`config.mk`:
```
export PLATFORM = sky130hd
export DESIGN_NAME = regfile_wb_arbiter
export DESIGN_NICKNAME = d
export VERILOG_FILES = /design/src/rtl/regfile_wb_arbiter.sv
export SDC_FILE = /design/constraint.sdc
export NUM_CORES = 1
export LEC_CHECK = 0
export CORE_MARGIN = 2
export CORE_UTILIZATION = 45
export CTS_BUF_LIST = sky130_fd_sc_hd__clkbuf_2
export DETAILED_ROUTE_END_ITERATION = 7
export DONT_BUFFER_PORTS = 1
export GPL_ROUTABILITY_DRIVEN = 0
export PLACE_DENSITY = 0.73
export SLEW_MARGIN = 20
export SYNTH_ARGS = -nofsm -noshare
export SYNTH_HDL_FRONTEND = slang
export SYNTH_SLANG_ARGS = --single-unit
```
`constraint.sdc`:
```
create_clock -name clk -period 2.7 [get_ports clk]
set_input_delay 0.405 -clock clk [delete_from_list [all_inputs] [get_ports clk]]
set_output_delay 0.405 -clock clk [all_outputs]
set_load 0.01 [all_outputs]
```
`src/rtl/regfile_wb_arbiter.sv`:
```
// Round-robin arbiter sharing the register-file write port among writeback
// sources, with a registered write command and a pending-write scoreboard.
module regfile_wb_arbiter #(
  parameter int MEM_W   = 16,
  parameter int SEL_W   = 3,
  parameter int NUM_REQ = 3
) (
  input  logic                     clk,
  input  logic                     rst,
  input  logic [NUM_REQ-1:0]       req_valid,
  input  logic [NUM_REQ*SEL_W-1:0] req_sel,
  input  logic [NUM_REQ*MEM_W-1:0] req_data,
  output logic [NUM_REQ-1:0]       req_ready,
  input  logic                     sb_set,
  input  logic [SEL_W-1:0]         sb_set_sel,
  input  logic                     flush,
  output logic                     rf_wr,
  output logic [SEL_W-1:0]         rf_sel,
  output logic [MEM_W-1:0]         rf_data,
  output logic [(2**SEL_W)-1:0]    pending
);

  localparam int PTR_W = (NUM_REQ > 1) ? $clog2(NUM_REQ) : 1;
  localparam int NREG  = 2**SEL_W;

  logic [PTR_W-1:0] r_rr_ptr;
  logic             r_wr;
  logic [SEL_W-1:0] r_sel;
  logic [MEM_W-1:0] r_data;
  logic [NREG-1:0]  r_pending;

  logic [NUM_REQ-1:0] w_grant;
  logic [PTR_W-1:0]   w_gnt_idx;
  logic [PTR_W:0]     w_cand;
  logic [PTR_W:0]     w_nxt;
  logic [PTR_W-1:0]   w_nxt_ptr;
  logic               w_found;
  logic               w_xfer;
  logic [SEL_W-1:0]   w_gnt_sel;
  logic [MEM_W-1:0]   w_gnt_data;
  logic [NREG-1:0]    w_clr_mask;
  logic [NREG-1:0]    w_set_mask;
  logic [NREG-1:0]    w_pend_nxt;

  // Scan from the RR pointer upward, wrapping at NUM_REQ
  always_comb begin
    w_grant   = '0;
    w_gnt_idx = '0;
    w_found   = 1'b0;
    w_cand    = '0;
    for (int k = 0; k < NUM_REQ; k++) begin
      w_cand = {1'b0, r_rr_ptr} + (PTR_W+1)'(k);
      if (w_cand >= (PTR_W+1)'(NUM_REQ)) begin
        w_cand = w_cand - (PTR_W+1)'(NUM_REQ);
      end
      if (!w_found && req_valid[w_cand[PTR_W-1:0]]) begin
        w_found   = 1'b1;
        w_gnt_idx = w_cand[PTR_W-1:0];
      end
    end
    if (w_found && !rst) begin
      w_grant[w_gnt_idx] = 1'b1;
    end
  end

  always_comb begin
    w_gnt_sel  = '0;
    w_gnt_data = '0;
    for (int i = 0; i < NUM_REQ; i++) begin
      if (w_grant[i]) begin
        w_gnt_sel  = req_sel[i*SEL_W +: SEL_W];
        w_gnt_data = req_data[i*MEM_W +: MEM_W];
      end
    end
  end

  always_comb begin
    w_nxt     = {1'b0, w_gnt_idx} + (PTR_W+1)'(1);
    w_nxt_ptr = w_nxt[PTR_W-1:0];
    if (w_nxt >= (PTR_W+1)'(NUM_REQ)) begin
      w_nxt_ptr = '0;
    end
  end

  assign w_xfer = |w_grant;

  // A newer producer issued on the same edge keeps its bit set
  always_comb begin
    w_clr_mask = '0;
    w_set_mask = '0;
    if (w_xfer) begin
      w_clr_mask = NREG'(1) << w_gnt_sel;
    end
    if (sb_set) begin
      w_set_mask = NREG'(1) << sb_set_sel;
    end
    w_pend_nxt = (r_pending & ~w_clr_mask) | w_set_mask;
  end

  always_ff @(posedge clk or posedge rst) begin
    if (rst) begin
      r_rr_ptr  <= '0;
      r_wr      <= 1'b0;
      r_sel     <= '0;
      r_data    <= '0;
      r_pending <= '0;
    end else begin
      r_wr <= w_xfer;
      if (w_xfer) begin
        r_sel  <= w_gnt_sel;
        r_data <= w_gnt_data;
      end
      if (flush) begin
        r_pending <= '0;
        r_rr_ptr  <= '0;
      end else begin
        r_pending <= w_pend_nxt;
        if (w_xfer) begin
          r_rr_ptr <= w_nxt_ptr;
        end
      end
    end
  end

  assign req_ready = w_grant;
  assign rf_wr     = r_wr;
  assign rf_sel    = r_sel;
  assign rf_data   = r_data;
  assign pending   = r_pending;

endmodule

```
* Yosys cells after proc, flatten, opt, wreduce, memory -nomap -nowiden
Cells that the tools add are included.
Operators by class: $add $sub $neg 6, multiply operators 0, div/mod/pow operators 0, $lt $le $gt $ge 9, eq/ne operators 0, shift-type cells 2, muxes and demuxes 30, bitwise operators 3, reductions and logical operators 9
Operator list (number):
- two-way mux 16 bit | 3
- two-way mux 8 bit | 3
- two-way mux 2 bit | 9
- left shift 1 x 3 -> 8 bit (first input constant) | 2
- less-than comparator 2 x 3 -> 1 bit (second input constant) | 4
- two-way mux 3 bit | 4
- greater-or-equal comparator 3 x 2 -> 1 bit (second input constant) | 3
- bitwise AND 8 bit | 1
- inverter 8 bit | 1
- OR 8 bit | 1
- two-way mux 1 bit | 7
- adder 2 x 1 -> 3 bit (second input constant) | 2
- binary-select mux 1 bit (select 2 bit) | 3
- subtractor 2 bit (second input constant) | 3
- logical AND 1 bit | 4
- adder 2 x 2 -> 3 bit (second input constant) | 1
- logical NOT 1 bit | 3
- OR reduction 3 bit | 1
- demux 1 bit (select 2 bit) | 1
- greater-or-equal comparator 2 x 1 -> 1 bit (second input constant) | 1
- greater-or-equal comparator 2 bit (second input constant) | 1
- nonzero test 2 bit | 1
Word-level totals: bits in registers 30, bits in latches 0, memory bits (writable) 0, ROM bits 0, bits of input ports 67, word-level logic and storage cells 64, memories kept 0

* Logic depth before layout (Yosys ltp)
Gate-level depths: netlist of run 1.
depth after elaboration 25, depth in mapped cells 15, gate-level depth less buffers 12

* Least setup slack after synthesis of run 1
No wires, ideal clock.
kind reg2reg, from reg r_rr_ptr[1], to reg r_pending[0] (netlist: pending[0]), setup time 0.122 ns, arrival 2.579 ns, required time 2.578 ns, setup slack 0.000 ns, stages on the path, launching flop included 12, buffers on the path 1, period minus slack after synthesis 2.700 ns, cell sequence dfrtp_1 -> inv_1 -> ha_1 -> mux2i_1 -> o22ai_1 -> a211oi_1 -> nor2_1 -> or2_1 -> buf_6 -> o22ai_2 -> nand4_1 -> a32o_1
Between the ends: longest elaborated chain between the ends 25, elaborated cells on any way between the ends 44
RTL lines:
- from (decl) | line 26 | logic [PTR_W-1:0] r_rr_ptr;
- from (signal assigned) | line 119 | r_rr_ptr <= w_nxt_ptr;
- parallel branches: the longest is 15 deep, another holds adder 2 x 1 -> 3 bit
- two-way mux 3 bit (*) | line 61 | if (w_found && !rst) begin
- two-way mux 3 bit (3 in a row) | line 70 | if (w_grant[i]) begin
- left shift 1 x 3 -> 8 bit | line 92 | w_clr_mask = NREG'(1) << w_gnt_sel;
- two-way mux 8 bit (*) | line 91 | if (w_xfer) begin
- inverter 8 bit (*) | line 97 | w_pend_nxt = (r_pending & ~w_clr_mask) | w_set_mask;
- bitwise AND 8 bit (*) | line 97
- OR 8 bit (*) | line 97
- two-way mux 8 bit (*) | line 113 | if (flush) begin
- to (signal assigned) | line 117 | r_pending <= w_pend_nxt;
- to (decl) | line 30 | logic [NREG-1:0] r_pending;
Every way passes the cells marked *. The select of a mux whose other input is x is not followed. A chain may end at the register's enable or synchronous reset.

* Worst setup path in the final report of run 1
from reg r_rr_ptr[0], to reg r_pending[6] (netlist: pending[6])
The elaborated chain is that of the path after synthesis.

==> results of run 1 <==
[final cells by class]
type,count,share of cell area
sequential,30,0.267
multi-input combinational,144,0.463
timing repair buffer,64,0.217
inverter,11,0.0164
tap,50,0.0222
clock buffer,6,0.0107
clock inverter,2,0.00311
[synthesized netlist by cell type (all sizes together) (4+ instances only)]
cell type,n
buf,9
a222oi,16
inv,11
nand2,15
a21oi,25
dfrtp,30
o21ai,4
ha,4
nor3,6
nor2,28
[per-stage QoR]
step | hold WS (ns) | TNS (ns) | area [um^2] | setup slack (ns) | power, mW
after floorplan | 0.496 | 0 | 1870 | 0.0133 | 2.21
after global placement | 0.397 | -3.09 | 2130 | -0.185 | 2.84
after detailed placement | 0.404 | -4.04 | 2130 | -0.246 | 2.89
after CTS | 0.0504 | -3.83 | 2610 | -0.285 | 4.16
after global routing | 0.0121 | -10.16 | 2820 | -0.451 | 4.80
final | 0.0641 | -7.01 | 2820 | -0.356 | 4.54
[cell families after synthesis]
| family | count (synthesis) | synth area share |
|---|---|---|
| muxes | 5 | 0.0322 |
| AOI/OAI and AO/OA | 67 | 0.282 |
| and+or+nand+nor | 67 | 0.191 |
| adders and majority gates | 4 | 0.0268 |
| buffers and inverters | 21 | 0.0663 |
| DFF | 30 | 0.402 |
[registers in the layout, summed over array words and instances (netlist names)]
register,flops
pending,8
rf_data,16
rf_wr,1
rf_sel,3
r_rr_ptr,2
[path summary, 6_finish.rpt]
path | start | end | cells past startpoint
setup / recovery | r_rr_ptr[0]$_DFFE_PP0P_ | pending[6]$_DFF_PP0_ | 13
hold / removal | flush | pending[3]$_DFF_PP0_ | 1
setup reg to reg | r_rr_ptr[0]$_DFFE_PP0P_ | pending[6]$_DFF_PP0_ | 13
hold reg to reg | rf_data[2]$_DFFE_PP0P_ | rf_data[2]$_DFFE_PP0P_ | 2
max in group asynchronous | rst | rf_data[3]$_DFFE_PP0P_ | 3
min in group asynchronous | rst | pending[6]$_DFF_PP0_ | 3
[per-layer routing]
metal	GRT usage	vias up	share of wire
met5	0	-	0
met4	0.120	0	0.020
met3	0.0674	15	0.067
met2	0.430	91	0.52
met1	0.318	953	0.39
li1	-	874	-
[report_power, final]
part / switching, mW / internal [mW]
clock network: 0.163 / 0.0637
registers: 0.244 / 0.644
logic: 1.64 / 1.78
[worst max-delay path, stage by stage, from the launching register on]
cell	delay [ns]
dfrtp_1	0.45
buf_6	0.14
ha_4	0.18
mux2_4	0.35
a21oi_4	0.16
a211oi_2	0.11
or3b_4	0.40
buf_4	0.15
buf_6	0.12
o32ai_4	0.30
o21ai_4	0.14
buf_6	0.14
nor4_4	0.24
nor3_1	0.08
[repair_timing]
| item | CTS | global route |
|---|---|---|
| pin swaps | 16 | 17 |
| buffers inserted | 18 | 7 |
| gates resized for setup | 58 | 27 |
| cloned | 4 | 0 |
| hold endpoints to repair | 30 | 0 |
| endpoints found under the setup margin | 33 | 33 |
| hold buffers | 1 | 0 |
==> impl_results.md, run 1 <==
* Core area at about 4000 um^2
* DRC at 0
* Final hold vios at 0
* Status: finished with violations
* Via Count at roughly 1,900
* Measured slew at the worst slew-check pin at between 0.4 and 0.5 ns
* Buffers on Ports at 0
* Avg Cell Area, Syn at around 9.6 um^2
* Rows at 23
* Inserted Diodes at 0
* Avg Vias per Cell at approximately 6.3
* First-pass GRT wire length at between 8 and 9 mm
* Final clock skew at around 0.026 ns
* DIE HEIGHT at ~70 um
* Final non-filler cell total at 307
* Area of all sequential standard cells at 752 um^2
* Routed Antenna Nets at 0
* TritonCTS clock tree: yes
* WL final at about 6.4 mm
* Pins Over Slew Limit at 0
* Longest Clk Path Bufs at 2
* CTS clk-pin slew, worst paths at about 0.17 ns
* Rel. slew slack at 0.720
* Final setup violation count at 33
* PwrDens at roughly 1600 nW/um^2
* Flops & latches, synth at 30
* Total GRT Usage at 0.261
* Crit Path Class: flip-flop to flip-flop
* Fillcell total at 290
* DRT iter0 DRCs at roughly 120
* Largest net degree at the start of global routing at 31
* Multi-input logic area at between 1000 and 1500 um^2
* Synth top area cells: dfrtp_1, a222oi_1, a21oi_1
* Chip width at between 60 and 70 um
* Util after Layout at 0.705
* Post-synth EDFFs at 0
* Area Growth Syn to Fin at 50.9%
* Hpwl dp at around 3.8 mm
* Io pins at just under 100
* Synth async-reset ratio at 1.00
* Layout cells sized above 1 at 0.525
* Cell count after synthesis at 194
* Failing checks: negative setup slack
* Ys Warns at 0
* Most frequent cells in the layout: buf_4, dfrtp_1, a21oi_1, buf_6, a222oi_1
* Total grt overflow at 0
* Syn nets at between 200 and 300
* Most common cell after layout, fill and taps aside: buf_4
* Top cell type's share of synthesized area at 0.402
* Clk Latency, worst-skew pair at between 0.3 and 0.4 ns
* Worst Path Required at 2.98 ns
* Die ar. at around 4700 um^2
* Worst Setup End Kind: flip-flop
* Reg2reg setup slack at -0.36 ns
* Clock Sinks at 30
* Unrepaired setup endpoints after global routing: yes
* Critical Path AT at ~3.3 ns
* Tcrit/Tclk final at 1.13
* Worst min path class: primary input to flip-flop
* Ys flop type: dfrtp_1
* TritonRoute pass-1 iters at 6
* Post-synthesis cell area at between 1500 and 2000 um^2
* Sequential share of the synthesized area at 0.402
* Worst VDD drop at 765 uV
* Largest fanout on the critical path at 5
* Synth cell types at 52
* Fmax achieved at ~0.33 GHz
* Leak at between 1 and 1.5 nW
* H-tree depth at 2
* Starting Density at 0.467
* CTS Root Cell: clkbuf_2
* Vias in the first global route at between 1,500 and 2,000
* Worst setup margin at -0.356 ns
* Cts bufs inserted at 5
* Placed Cells at 269
* Initial antenna violation count at 0
* Setup crit start kind: flip-flop
* Max_cap viols at 0
* Final min period at roughly 3.1 ns
* WL per Instance at 20.8 um
* Nets at between 300 and 400
* Cell taking the most area after synthesis: dfrtp_1
Power figures use the tool's default switching activity.
==> run 2, diff against run 1 <==
--- a/config.mk
+++ b/config.mk
@@ -10,7 +10,6 @@
 export CTS_BUF_LIST = sky130_fd_sc_hd__clkbuf_2
 export DETAILED_ROUTE_END_ITERATION = 7
 export DONT_BUFFER_PORTS = 1
-export GPL_ROUTABILITY_DRIVEN = 0
 export PLACE_DENSITY = 0.73
 export SLEW_MARGIN = 20
 export SYNTH_ARGS = -nofsm -noshare
==> results of run 2 <==
No change in the layout: final DEF, timing and power equal those of run 1.
==> run 3, diff against run 2 <==
--- a/config.mk
+++ b/config.mk
@@ -5,11 +5,12 @@
 export SDC_FILE = /design/constraint.sdc
 export NUM_CORES = 1
 export LEC_CHECK = 0
-export CORE_MARGIN = 2
+export CORE_MARGIN = 5
 export CORE_UTILIZATION = 45
 export CTS_BUF_LIST = sky130_fd_sc_hd__clkbuf_2
 export DETAILED_ROUTE_END_ITERATION = 7
 export DONT_BUFFER_PORTS = 1
+export MAX_ROUTING_LAYER = met4
 export PLACE_DENSITY = 0.73
 export SLEW_MARGIN = 20
 export SYNTH_ARGS = -nofsm -noshare
==> run 3 against run 2 <==
  * The run still ends with negative setup slack left
  * Critical path type is now flip-flop to output pin
  * Sequential power is 2% lower
  * Wire length decreased by 3.1%
  * Combinational power shrank 7.0%
  * Die area grew 18%
  * Sequential share of layout area increased by 0.79 points
  * Utilization decreased by 2.0 points
==> impl_results.md, run 3 (synthesis results as in run 1) <==
* Clk Latency, worst-skew pair at 0.36 ns
* Worst VDD drop at ~780 uV
* Starting Density at 0.467
* Max_cap viols at 0
* Buffers on Ports at 0
* Largest fanout on the critical path at 5
* Final setup violation count at 29
* Hpwl dp at between 3 and 4 mm
* Final clock skew at between 0.008 and 0.009 ns
* Worst Path Required at around 2.3 ns
* Die ar. at around 5500 um^2
* Worst Setup End Kind: output pin
* Status: finished with violations
* Worst setup margin at -0.275 ns
* Longest Clk Path Bufs at 2
* Layout cells sized above 1 at 0.498
* Multi-input logic area at about 1300 um^2
* Via Count at approximately 1,800
* Largest net degree at the start of global routing at 32
* Final min period at ~3.0 ns
* Max reg flops at 16
* DIE HEIGHT at approximately 74 um
* Most frequent cells in the layout: buf_4, dfrtp_1, a21oi_1, a222oi_1, nand2_1
* Tcrit/Tclk final at 1.10
* Crit-path leading delay family: simple AND/OR/NAND/NOR gates
* Routed Antenna Nets at 0
* Setup TNS at -2.66 ns
* Leak at approximately 1.1 nW
* Cells along the critical path: buf_4 -> ha_4 -> mux2i_2 -> o22a_1 -> a31oi_4 -> or3b_4 -> buf_6 -> nor2b_4 -> buf_4 -> buf_6
* Rel. slew slack at 0.717
* CTS Root Cell: clkbuf_2
* Vias in the first global route at ~1,800
* DRT iter0 DRCs at 165
* Post-DP Area at approximately 2100 um^2
* Initial antenna violation count at 0
* Setup crit start kind: flip-flop
* Clock Sinks at 30
* Util after Layout at 0.684
* Io pins at 98
* Crit-path max cell delay at between 0.4 and 0.5 ns
* Unrepaired setup endpoints after global routing: yes
* Rows at 23
* Measured slew at the worst slew-check pin at approximately 0.42 ns
* Area Growth Syn to Fin at 46.6%
* Worst path buffer plus inverter count at 4
* Total GRT Usage at 0.230
* H-tree depth at 2
* Core area at about 4000 um^2
* First-pass GRT wire length at around 9.3 mm
* PwrDens at about 1600 nW/um^2
* WL final at around 6 mm
* Final instance area at 2740 um^2
* Worst min path class: primary input to flip-flop
* Total power at around 4.3 mW
* DRC at 0
* Pins Over Slew Limit at 0
* Chip width at 74.4 um
* CTS clk-pin slew, worst paths at 0.16 ns
* Fillcell total at between 300 and 400
* Crit Path Class: flip-flop to output pin
* Crit-path slowest cell: dfrtp_1
* Avg Vias per Cell at around 6.1
* Total grt overflow at 0
* TritonRoute pass-1 iters at 6
* TritonCTS clock tree: yes
* Cts bufs inserted at 5
* Nets at roughly 320
* Failing checks: negative setup slack
* Inserted Diodes at 0
* WL per Instance at slightly above 20 um
* Dpl ws at -0.206 ns
* Gpl congestion at approximately 0.93
* Most common cell after layout, fill and taps aside: buf_4
* Fmax achieved at between 0.3 and 0.4 GHz
* Critical Path AT at roughly 2.6 ns
* Area of all sequential standard cells at 752 um^2
* Final hold vios at 0
## run 3: area by class of cell
| type | instances | share of cell area |
|---|---|---|
| clock buffers | 5 | 0.00914 |
| inverters | 11 | 0.0178 |
| multi-input cells | 144 | 0.468 |
| clock inverters | 3 | 0.00594 |
| flip-flops and latches | 30 | 0.275 |
| repair buffers | 56 | 0.202 |
| well taps | 50 | 0.0229 |
## run 3: final timing paths
path	start	end	slack [ns]	depth (start not counted)
hold / removal	flush	r_rr_ptr[1]$_DFFE_PP0P_	0.08	1
hold reg to reg	rf_data[2]$_DFFE_PP0P_	rf_data[2]$_DFFE_PP0P_	0.56	2
max in group asynchronous	rst	r_rr_ptr[1]$_DFFE_PP0P_	1.84	3
setup / recovery	r_rr_ptr[0]$_DFFE_PP0P_	req_ready[0]	-0.28	10
setup reg to reg	r_rr_ptr[0]$_DFFE_PP0P_	pending[3]$_DFF_PP0_	-0.24	12
min in group asynchronous	rst	pending[5]$_DFF_PP0_	0.56	3
## run 3: worst reg2reg max path: cells and delay by family, from the launching register on
family	cells	cell delay, ns
DFF	1	0.43
AOI/OAI and AO/OA	5	0.93
and+or+nand+nor	2	0.65
muxes	1	0.17
adders and majority gates	1	0.17
buffers and inverters	3	0.48
## run 3: stage by stage
stage	hold WS, ns	std cells
2_1_floorplan	0.496	194
3_3_place_gp	0.395	264
3_5_place_dp	0.418	264
4_1_cts	0.0570	296
5_1_grt	0.0196	299
6_report	0.0767	299
## run 3: power breakdown
part | switching (mW) | total [mW] | internal (mW)
sequential | 0.230 | 0.873 | 0.644
combinational | 1.54 | 3.18 | 1.64
clock | 0.162 | 0.221 | 0.0590
## run 3: metal layers
layer / track usage / routed length [um]
met1: 0.303 / 2510
met2: 0.354 / 3270
met3: 0.0432 / 303
met4: 0.0791 / 99
met5: - / 0
## run 3: repair_timing
item / CTS / global route
setup endpoints to repair: 33 / 32
hold buffers: 1 / 0
resized for setup: 44 / 32
pin swaps: 23 / 13
hold endpoints to repair: 16 / 0
buffers inserted: 21 / 2
gates cloned: 2 / 2
